$ cat src/rtl/counter_cmd_sequencer_if.sv
// Requester-side command handshake for the shared-counter sequencer.
// Two requesters each present valid/op/arg and see a ready back.
interface counter_cmd_sequencer_if #(
    parameter int WIDTH = 16
);
    logic             req0_valid;
    logic [1:0]       req0_op;
    logic [WIDTH-1:0] req0_arg;
    logic             req0_ready;
    logic             req1_valid;
    logic [1:0]       req1_op;
    logic [WIDTH-1:0] req1_arg;
    logic             req1_ready;

    modport master (
        output req0_valid, req0_op, req0_arg, req1_valid, req1_op, req1_arg,
        input  req0_ready, req1_ready
    );

    modport slave (
        input  req0_valid, req0_op, req0_arg, req1_valid, req1_op, req1_arg,
        output req0_ready, req1_ready
    );
endinterface

$ cat src/rtl/counter_cmd_sequencer.sv
// Round-robin command sequencer sharing one up/down loadable counter between
// two requesters; drives the counter controls and reports completion.
module counter_cmd_sequencer #(
    parameter int WIDTH = 16
) (
    input  logic                   pclk,
    input  logic                   prst,
    counter_cmd_sequencer_if.slave req,
    output logic                   cnt_ld_n,
    output logic                   cnt_enb,
    output logic                   cnt_updn,
    output logic [WIDTH-1:0]       cnt_data_in,
    input  logic [WIDTH-1:0]       cnt_data_out,
    output logic                   done,
    output logic                   done_id,
    output logic [WIDTH-1:0]       done_val,
    output logic                   done_wrap,
    output logic                   done_err
);
    typedef enum logic [1:0] {IDLE, LOAD, COUNT, DONE} state_e;

    localparam logic [1:0]       OP_LOAD = 2'b00;
    localparam logic [1:0]       OP_UP   = 2'b01;
    localparam logic [1:0]       OP_ERR  = 2'b11;
    localparam logic [WIDTH-1:0] ONE     = {{(WIDTH-1){1'b0}}, 1'b1};

    state_e           state_q;
    logic             rr_q, id_q, wrap_q;
    logic [WIDTH-1:0] rem_q;
    logic             ld_n_q, enb_q, updn_q;
    logic [WIDTH-1:0] data_in_q;
    logic             done_q, done_id_q, done_wrap_q, done_err_q;
    logic [WIDTH-1:0] done_val_q;

    logic             gnt_d, accept_d, both_d, wrap_d, fin_d;
    logic [1:0]       op_d;
    logic [WIDTH-1:0] arg_d, done_val_d;

    always_comb begin
        both_d   = req.req0_valid && req.req1_valid;
        gnt_d    = both_d ? rr_q : req.req1_valid;
        accept_d = (state_q == IDLE) && (req.req0_valid || req.req1_valid);
        op_d     = gnt_d ? req.req1_op  : req.req0_op;
        arg_d    = gnt_d ? req.req1_arg : req.req0_arg;
        wrap_d   = wrap_q | (enb_q & (updn_q ? (&cnt_data_out) : (~|cnt_data_out)));
        // done is registered, so capture the value the counter will hold after this edge
        if (!ld_n_q)
            done_val_d = data_in_q;
        else if (enb_q)
            done_val_d = updn_q ? cnt_data_out + ONE : cnt_data_out - ONE;
        else
            done_val_d = cnt_data_out;
        case (state_q)
            IDLE:    fin_d = accept_d && (op_d == OP_ERR || (op_d != OP_LOAD && arg_d == '0));
            LOAD:    fin_d = 1'b1;
            COUNT:   fin_d = (rem_q == ONE);
            default: fin_d = 1'b0;
        endcase
    end

    assign req.req0_ready = accept_d && !gnt_d;
    assign req.req1_ready = accept_d &&  gnt_d;

    always_ff @(posedge pclk or negedge prst) begin
        if (!prst) begin
            state_q     <= IDLE;
            rr_q        <= 1'b0;
            id_q        <= 1'b0;
            wrap_q      <= 1'b0;
            rem_q       <= '0;
            ld_n_q      <= 1'b1;
            enb_q       <= 1'b0;
            updn_q      <= 1'b0;
            data_in_q   <= '0;
            done_q      <= 1'b0;
            done_id_q   <= 1'b0;
            done_val_q  <= '0;
            done_wrap_q <= 1'b0;
            done_err_q  <= 1'b0;
        end else begin
            done_q <= 1'b0;
            case (state_q)
                IDLE: if (accept_d) begin
                    id_q   <= gnt_d;
                    wrap_q <= 1'b0;
                    rem_q  <= arg_d;
                    if (both_d) rr_q <= ~gnt_d;
                    if (op_d == OP_LOAD) begin
                        state_q   <= LOAD;
                        ld_n_q    <= 1'b0;
                        data_in_q <= arg_d;
                    end else if (fin_d) begin
                        state_q <= DONE;
                    end else begin
                        state_q <= COUNT;
                        enb_q   <= 1'b1;
                        updn_q  <= (op_d == OP_UP);
                    end
                end
                LOAD: begin
                    ld_n_q  <= 1'b1;
                    state_q <= DONE;
                end
                COUNT: begin
                    wrap_q <= wrap_d;
                    rem_q  <= rem_q - ONE;
                    if (fin_d) begin
                        enb_q   <= 1'b0;
                        updn_q  <= 1'b0;
                        state_q <= DONE;
                    end
                end
                default: state_q <= IDLE;
            endcase
            if (fin_d) begin
                done_q      <= 1'b1;
                done_id_q   <= (state_q == IDLE) ? gnt_d : id_q;
                done_val_q  <= done_val_d;
                done_wrap_q <= (state_q == IDLE) ? 1'b0 : wrap_d;
                done_err_q  <= (state_q == IDLE) && (op_d == OP_ERR);
            end
        end
    end

    assign cnt_ld_n    = ld_n_q;
    assign cnt_enb     = enb_q;
    assign cnt_updn    = updn_q;
    assign cnt_data_in = data_in_q;
    assign done        = done_q;
    assign done_id     = done_id_q;
    assign done_val    = done_val_q;
    assign done_wrap   = done_wrap_q;
    assign done_err    = done_err_q;
endmodule

$ cat src/flat_wrapper.sv
// flat-port wrapper written by rule: the top's interface ports become plain ports
module counter_cmd_sequencer_flat 
#(
    parameter int WIDTH = 16
)
  (pclk, prst, cnt_ld_n, cnt_enb, cnt_updn, cnt_data_in, cnt_data_out, done, done_id, done_val, done_wrap, done_err, req_req0_valid, req_req0_op, req_req0_arg, req_req1_valid, req_req1_op, req_req1_arg, req_req0_ready, req_req1_ready);
  counter_cmd_sequencer_if #(.WIDTH(WIDTH)) req_i ();
  input  logic pclk;
  input  logic prst;
  output logic cnt_ld_n;
  output logic cnt_enb;
  output logic cnt_updn;
  output logic [WIDTH-1:0] cnt_data_in;
  input  logic [WIDTH-1:0] cnt_data_out;
  output logic done;
  output logic done_id;
  output logic [WIDTH-1:0] done_val;
  output logic done_wrap;
  output logic done_err;
  input wire logic [$bits(req_i.req0_valid)-1:0] req_req0_valid;
  input wire logic [$bits(req_i.req0_op)-1:0] req_req0_op;
  input wire logic [$bits(req_i.req0_arg)-1:0] req_req0_arg;
  input wire logic [$bits(req_i.req1_valid)-1:0] req_req1_valid;
  input wire logic [$bits(req_i.req1_op)-1:0] req_req1_op;
  input wire logic [$bits(req_i.req1_arg)-1:0] req_req1_arg;
  output wire logic [$bits(req_i.req0_ready)-1:0] req_req0_ready;
  output wire logic [$bits(req_i.req1_ready)-1:0] req_req1_ready;
  assign req_i.req0_valid = req_req0_valid;
  assign req_i.req0_op = req_req0_op;
  assign req_i.req0_arg = req_req0_arg;
  assign req_i.req1_valid = req_req1_valid;
  assign req_i.req1_op = req_req1_op;
  assign req_i.req1_arg = req_req1_arg;
  assign req_req0_ready = req_i.req0_ready;
  assign req_req1_ready = req_i.req1_ready;
  counter_cmd_sequencer #(.WIDTH(WIDTH)) u_core (.pclk(pclk), .prst(prst), .req(req_i), .cnt_ld_n(cnt_ld_n), .cnt_enb(cnt_enb), .cnt_updn(cnt_updn), .cnt_data_in(cnt_data_in), .cnt_data_out(cnt_data_out), .done(done), .done_id(done_id), .done_val(done_val), .done_wrap(done_wrap), .done_err(done_err));
endmodule
$ cat config.mk
export PLATFORM = sky130hd
export DESIGN_NAME = counter_cmd_sequencer_flat
export DESIGN_NICKNAME = d
export VERILOG_FILES = /design/src/rtl/counter_cmd_sequencer_if.sv /design/src/rtl/counter_cmd_sequencer.sv /design/src/flat_wrapper.sv
export SDC_FILE = /design/constraint.sdc
export NUM_CORES = 1
export LEC_CHECK = 0
export BUFFER_PORTS_ARGS = -buffer_cell sky130_fd_sc_hd__buf_2
export CAP_MARGIN = 40
export CELL_PAD_IN_SITES_DETAIL_PLACEMENT = 0
export CELL_PAD_IN_SITES_GLOBAL_PLACEMENT = 1
export CORE_MARGIN = 1.5
export CORE_UTILIZATION = 41
export CTS_CLUSTER_DIAMETER = 30
export CTS_CLUSTER_SIZE = 28
export DETAILED_ROUTE_END_ITERATION = 7
export HOLD_SLACK_MARGIN = 0.12
export PLACE_DENSITY = 0.92
export SLEW_MARGIN = 30
export SYNTH_ARGS = -nofsm -noshare
export SYNTH_HDL_FRONTEND = slang
export SYNTH_SLANG_ARGS = --single-unit
$ cat constraint.sdc
create_clock -name pclk -period 4.3 [get_ports pclk]
set_clock_uncertainty 0.1 [all_clocks]
set_input_delay 1.29 -clock pclk [delete_from_list [all_inputs] [get_ports pclk]]
set_output_delay 1.29 -clock pclk [all_outputs]
set_load 0.02 [all_outputs]
==> impl_metrics.toml <==
[layout]
postLayoutCoreUtil_pct = 50.1
finish.cell_count_without_fillers = 733
multiInputGateArea_um2 = 2560
layout.filler_cells = 988
n_antenna_cell = 0
post_route_cells_drive_above_1_share_pct = 22.9
nets = 669
final_area_um2 = 5120
register_area_um2 = 1500
synthToLayoutAreaGrowth_pct = 19.7

[placed_design]
placed_cells_incl_taps = 716
place.gp.congestion = 0.913
post_dp_cell_area_um2 = 4860
detailed_place_hpwl_mm = 9.40
port_buffers = 96

[die]
rows = 37
io_pins = 97
floorplan.die_area_um2 = 11100
design.core.area_um2 = 10200
floorplan.die.height_um = 105
start_util_pct = 41.8
dieWidth_um = 105

[yosys]
synth_top_cell_area_share_pct = 34.5
synth_flop_type = "sky130_fd_sc_hd__dfrtp_1"
synth.top_cells.by_area = "sky130_fd_sc_hd__dfrtp_1, sky130_fd_sc_hd__a21oi_1, sky130_fd_sc_hd__ha_1, sky130_fd_sc_hd__mux2i_1, sky130_fd_sc_hd__nor2_1"
synth-warning-count = 0
syn-num-nets = 579
asyncSetResetFlopFracSynth_pct = 100
yosysSeqAreaShare_pct = 35.1
netlist_instances = 502
yosys_register_bits = 60
synth_common_cells = "sky130_fd_sc_hd__dfrtp_1, sky130_fd_sc_hd__a21oi_1, sky130_fd_sc_hd__nor2_1"
post-synth-top-count-cell = "sky130_fd_sc_hd__dfrtp_1"
synth.avg_cell_area_um2 = 8.53
synth_enable_flop_cells = 0
combined_area_of_all_synthesized_cells_um2 = 4280
netlist.top_cell.by_area = "sky130_fd_sc_hd__dfrtp_1"
number_of_distinct_library_cell_variants_in_the_gate_level_netlist_after_synthesis = 64

[cts]
cts_repair_resize_count = 0
cts_buffers = 9
cts.hold.buffers_added = 0
tritoncts = "done"
clock_sink_count = 60
clkTransAtPathRegs_ns = 0.07
insertion_delay_ns = 0.35
ctsHtreeMaxLevel = 3
cts_root_buf = "sky130_fd_sc_hd__clkbuf_8"
cts.repair_timing.setup_buffer_count = 0
clock_path_buffers = 2

[routing]
drt_wl_cell_um = 17.0
final_antenna_net_count = 0
drt_drc_violations_left = 0
drt-vias-per-instance = 5.87
detailedRoute.firstIterationViolations = 337
drt_pass1_iterations = 5
num_vias = 4305
route.final.wire_length_mm = 12.5

[job]
timing.max_cap.violations = 0

[sta]
grt_setup_unrepaired = "no"
max-slew-margin-rel_pct = 42.8
setup-tns-final_ns = 0
finalWorstPathRequiredPeriod_ns = 3.76
timing_worst_slew_pin_value_ns = 0.851
fmax_ghz = 0.266
final-max-slew-violation-count = 0
timing_hold_violations_final = 0
number_of_failing_setup_endpoints_in_the_final_timing_report = 0
worst_hold_slack_ns = 0.372
timing.final.crit_share_pct = 87.4

[power_and_ir_drop]
cellPowerDensity_nw_per_um2 = 801
vdd_drop_max_mv = 0.267
leakagePower_nw = 2.36

[run_status]
outcome = "complete, no violations"

[grt]
grtUsageTotal_pct = 23.4
grt_antenna_before_repair = 0
first_global_vias = 4144
grt_max_degree = 34
wire_length_of_the_first_global_routing_pass_mm = 20.6
grt_remaining_overflow = 0

[worst_setup_path]
worstSetupEndpointType = "flop"
worst_ep_arrival_time_ns = 3.87
regToRegSetupSlack_ns = 0.82
reg2regPathDepth = 9
critical_path.endpoint = "u_core.done_val[12]$_DFFE_PN0P_"
r2r_end = "u_core.done_val[12]$_DFFE_PN0P_"
path_class = "in2reg"
start_kind = "primary input"
worstPathMaxFanout = 6
critical_path_required_ns = 4.41
worstReg2RegStart = "u_core.cnt_updn$_DFFE_PN0P_"
critical_path.startpoint = "cnt_data_out[0]"

[worst_hold_path]
worst_hold_path_type = "reg2reg"
power by group:
part	total, W	leakage [nW]	internal [W]	switching [W]
clock	0.000609	0.117	0.000383	0.000225
combinational	0.00236	1.52	0.000916	0.00145
sequential	0.00113	0.716	0.000849	0.000280
total	0.00410	2.36	0.00215	0.00195
layer usage:
metal / wire [um] / share of wire [%] / GRT usage, %
met5: 0 / 0 / 0
met4: 297 / 2.4 / 8.71
met3: 831 / 6.7 / 3.56
met2: 5840 / 47 / 37.6
met1: 5490 / 44 / 31.8
per-stage QoR:
| stage | worst slack (ns) | power [W] |
|---|---|---|
| after floorplan | 0.657 | 0.00282 |
| after global placement | 0.236 | 0.00338 |
| after detailed placement | 0.232 | 0.00346 |
| after CTS | 0.576 | 0.00409 |
| after global routing | 0.177 | 0.00442 |
| final | 0.541 | 0.00410 |
cell usage in the layout, fill, tap and decap left out, types with 5 or more instances in the layout:
master	Yosys	routed
sky130_fd_sc_hd__dfrtp_1	59	59
sky130_fd_sc_hd__o21ai_1	13	13
sky130_fd_sc_hd__a22o_1	10	10
sky130_fd_sc_hd__a21oi_1	57	57
sky130_fd_sc_hd__buf_2	4	96
sky130_fd_sc_hd__and3_1	5	5
sky130_fd_sc_hd__nand4_1	9	9
sky130_fd_sc_hd__clkbuf_8	0	9
sky130_fd_sc_hd__ha_1	20	20
sky130_fd_sc_hd__a211oi_1	6	6
sky130_fd_sc_hd__nand2_1	34	34
sky130_fd_sc_hd__a31oi_1	6	6
sky130_fd_sc_hd__nand3_1	6	6
sky130_fd_sc_hd__mux2i_1	25	25
sky130_fd_sc_hd__o211ai_1	5	5
sky130_fd_sc_hd__inv_1	17	17
sky130_fd_sc_hd__o22ai_1	6	6
sky130_fd_sc_hd__a21o_1	12	12
sky130_fd_sc_hd__nor3_1	16	16
sky130_fd_sc_hd__o21ai_0	29	29
sky130_fd_sc_hd__buf_4	0	10
sky130_fd_sc_hd__xnor2_1	10	10
sky130_fd_sc_hd__nor4_1	13	13
sky130_fd_sc_hd__nor2_1	52	51
state kept, by name (all words and copies together), names as in the netlist:
name / cells
u_core.done_val: 16
u_core.id_q: 1
u_core.done_wrap: 1
u_core.cnt_data_in: 16
u_core.done_id: 1
u_core.rr_q: 1
u_core.rem_q: 16
u_core.wrap_q: 1
u_core.cnt_updn: 1
u_core.cnt_ld_n: 1
u_core.done: 1
u_core.done_err: 1
u_core.state_q: 2
u_core.cnt_enb: 1
critical path, cell delays in order:
cell and delay [ns]:
sky130_fd_sc_hd__buf_2 0.15, sky130_fd_sc_hd__fa_1 0.45, sky130_fd_sc_hd__a211oi_1 0.33, sky130_fd_sc_hd__o21ai_0 0.20, sky130_fd_sc_hd__a311oi_1 0.46, sky130_fd_sc_hd__nor2b_1 0.18, sky130_fd_sc_hd__o2111a_1 0.26, sky130_fd_sc_hd__a2111oi_0 0.47
sky130_fd_sc_hd__o31ai_2 0.09
how the worst min path moves through the flow:
stage,start,end,slack (ns),depth (start not counted)
floorplan,u_core.wrap_q$_DFFE_PN0P_,u_core.wrap_q$_DFFE_PN0P_,0.35,2
CTS,u_core.done_val[5]$_DFFE_PN0P_,u_core.done_val[5]$_DFFE_PN0P_,0.38,1
global placement,u_core.done_err$_DFFE_PN0P_,u_core.done_err$_DFFE_PN0P_,0.35,2
detailed placement,u_core.done_val[5]$_DFFE_PN0P_,u_core.done_val[5]$_DFFE_PN0P_,0.36,1
global route,u_core.done_val[5]$_DFFE_PN0P_,u_core.done_val[5]$_DFFE_PN0P_,0.39,1
finish,u_core.done_err$_DFFE_PN0P_,u_core.done_err$_DFFE_PN0P_,0.37,2
cell type report:
type,count,share of cell area (%)
Timing Repair Buffer,107,11.4
Clock buffer,11,2.56
Multi-Input combinational cell,394,49.9
Clock inverter,5,1.95
Sequential cell,60,29.3
Tap cell,136,3.32
Inverter,20,1.51
kinds of logic (layout without fill, tap and decap cells):
kind of cell    Yosys count  after routing  share of synthesized area, %
fa+ha+maj                21             21                          6.31
compound gates          178            178                          26.6
mux                      29             29                          6.90
simple gates            155            155                          17.7
flops                    60             60                          35.1
xor+xnor                 11             11                          2.25
buf+inv                  48            143                          5.17
No activity file was read; power rests on OpenSTA's default activity.
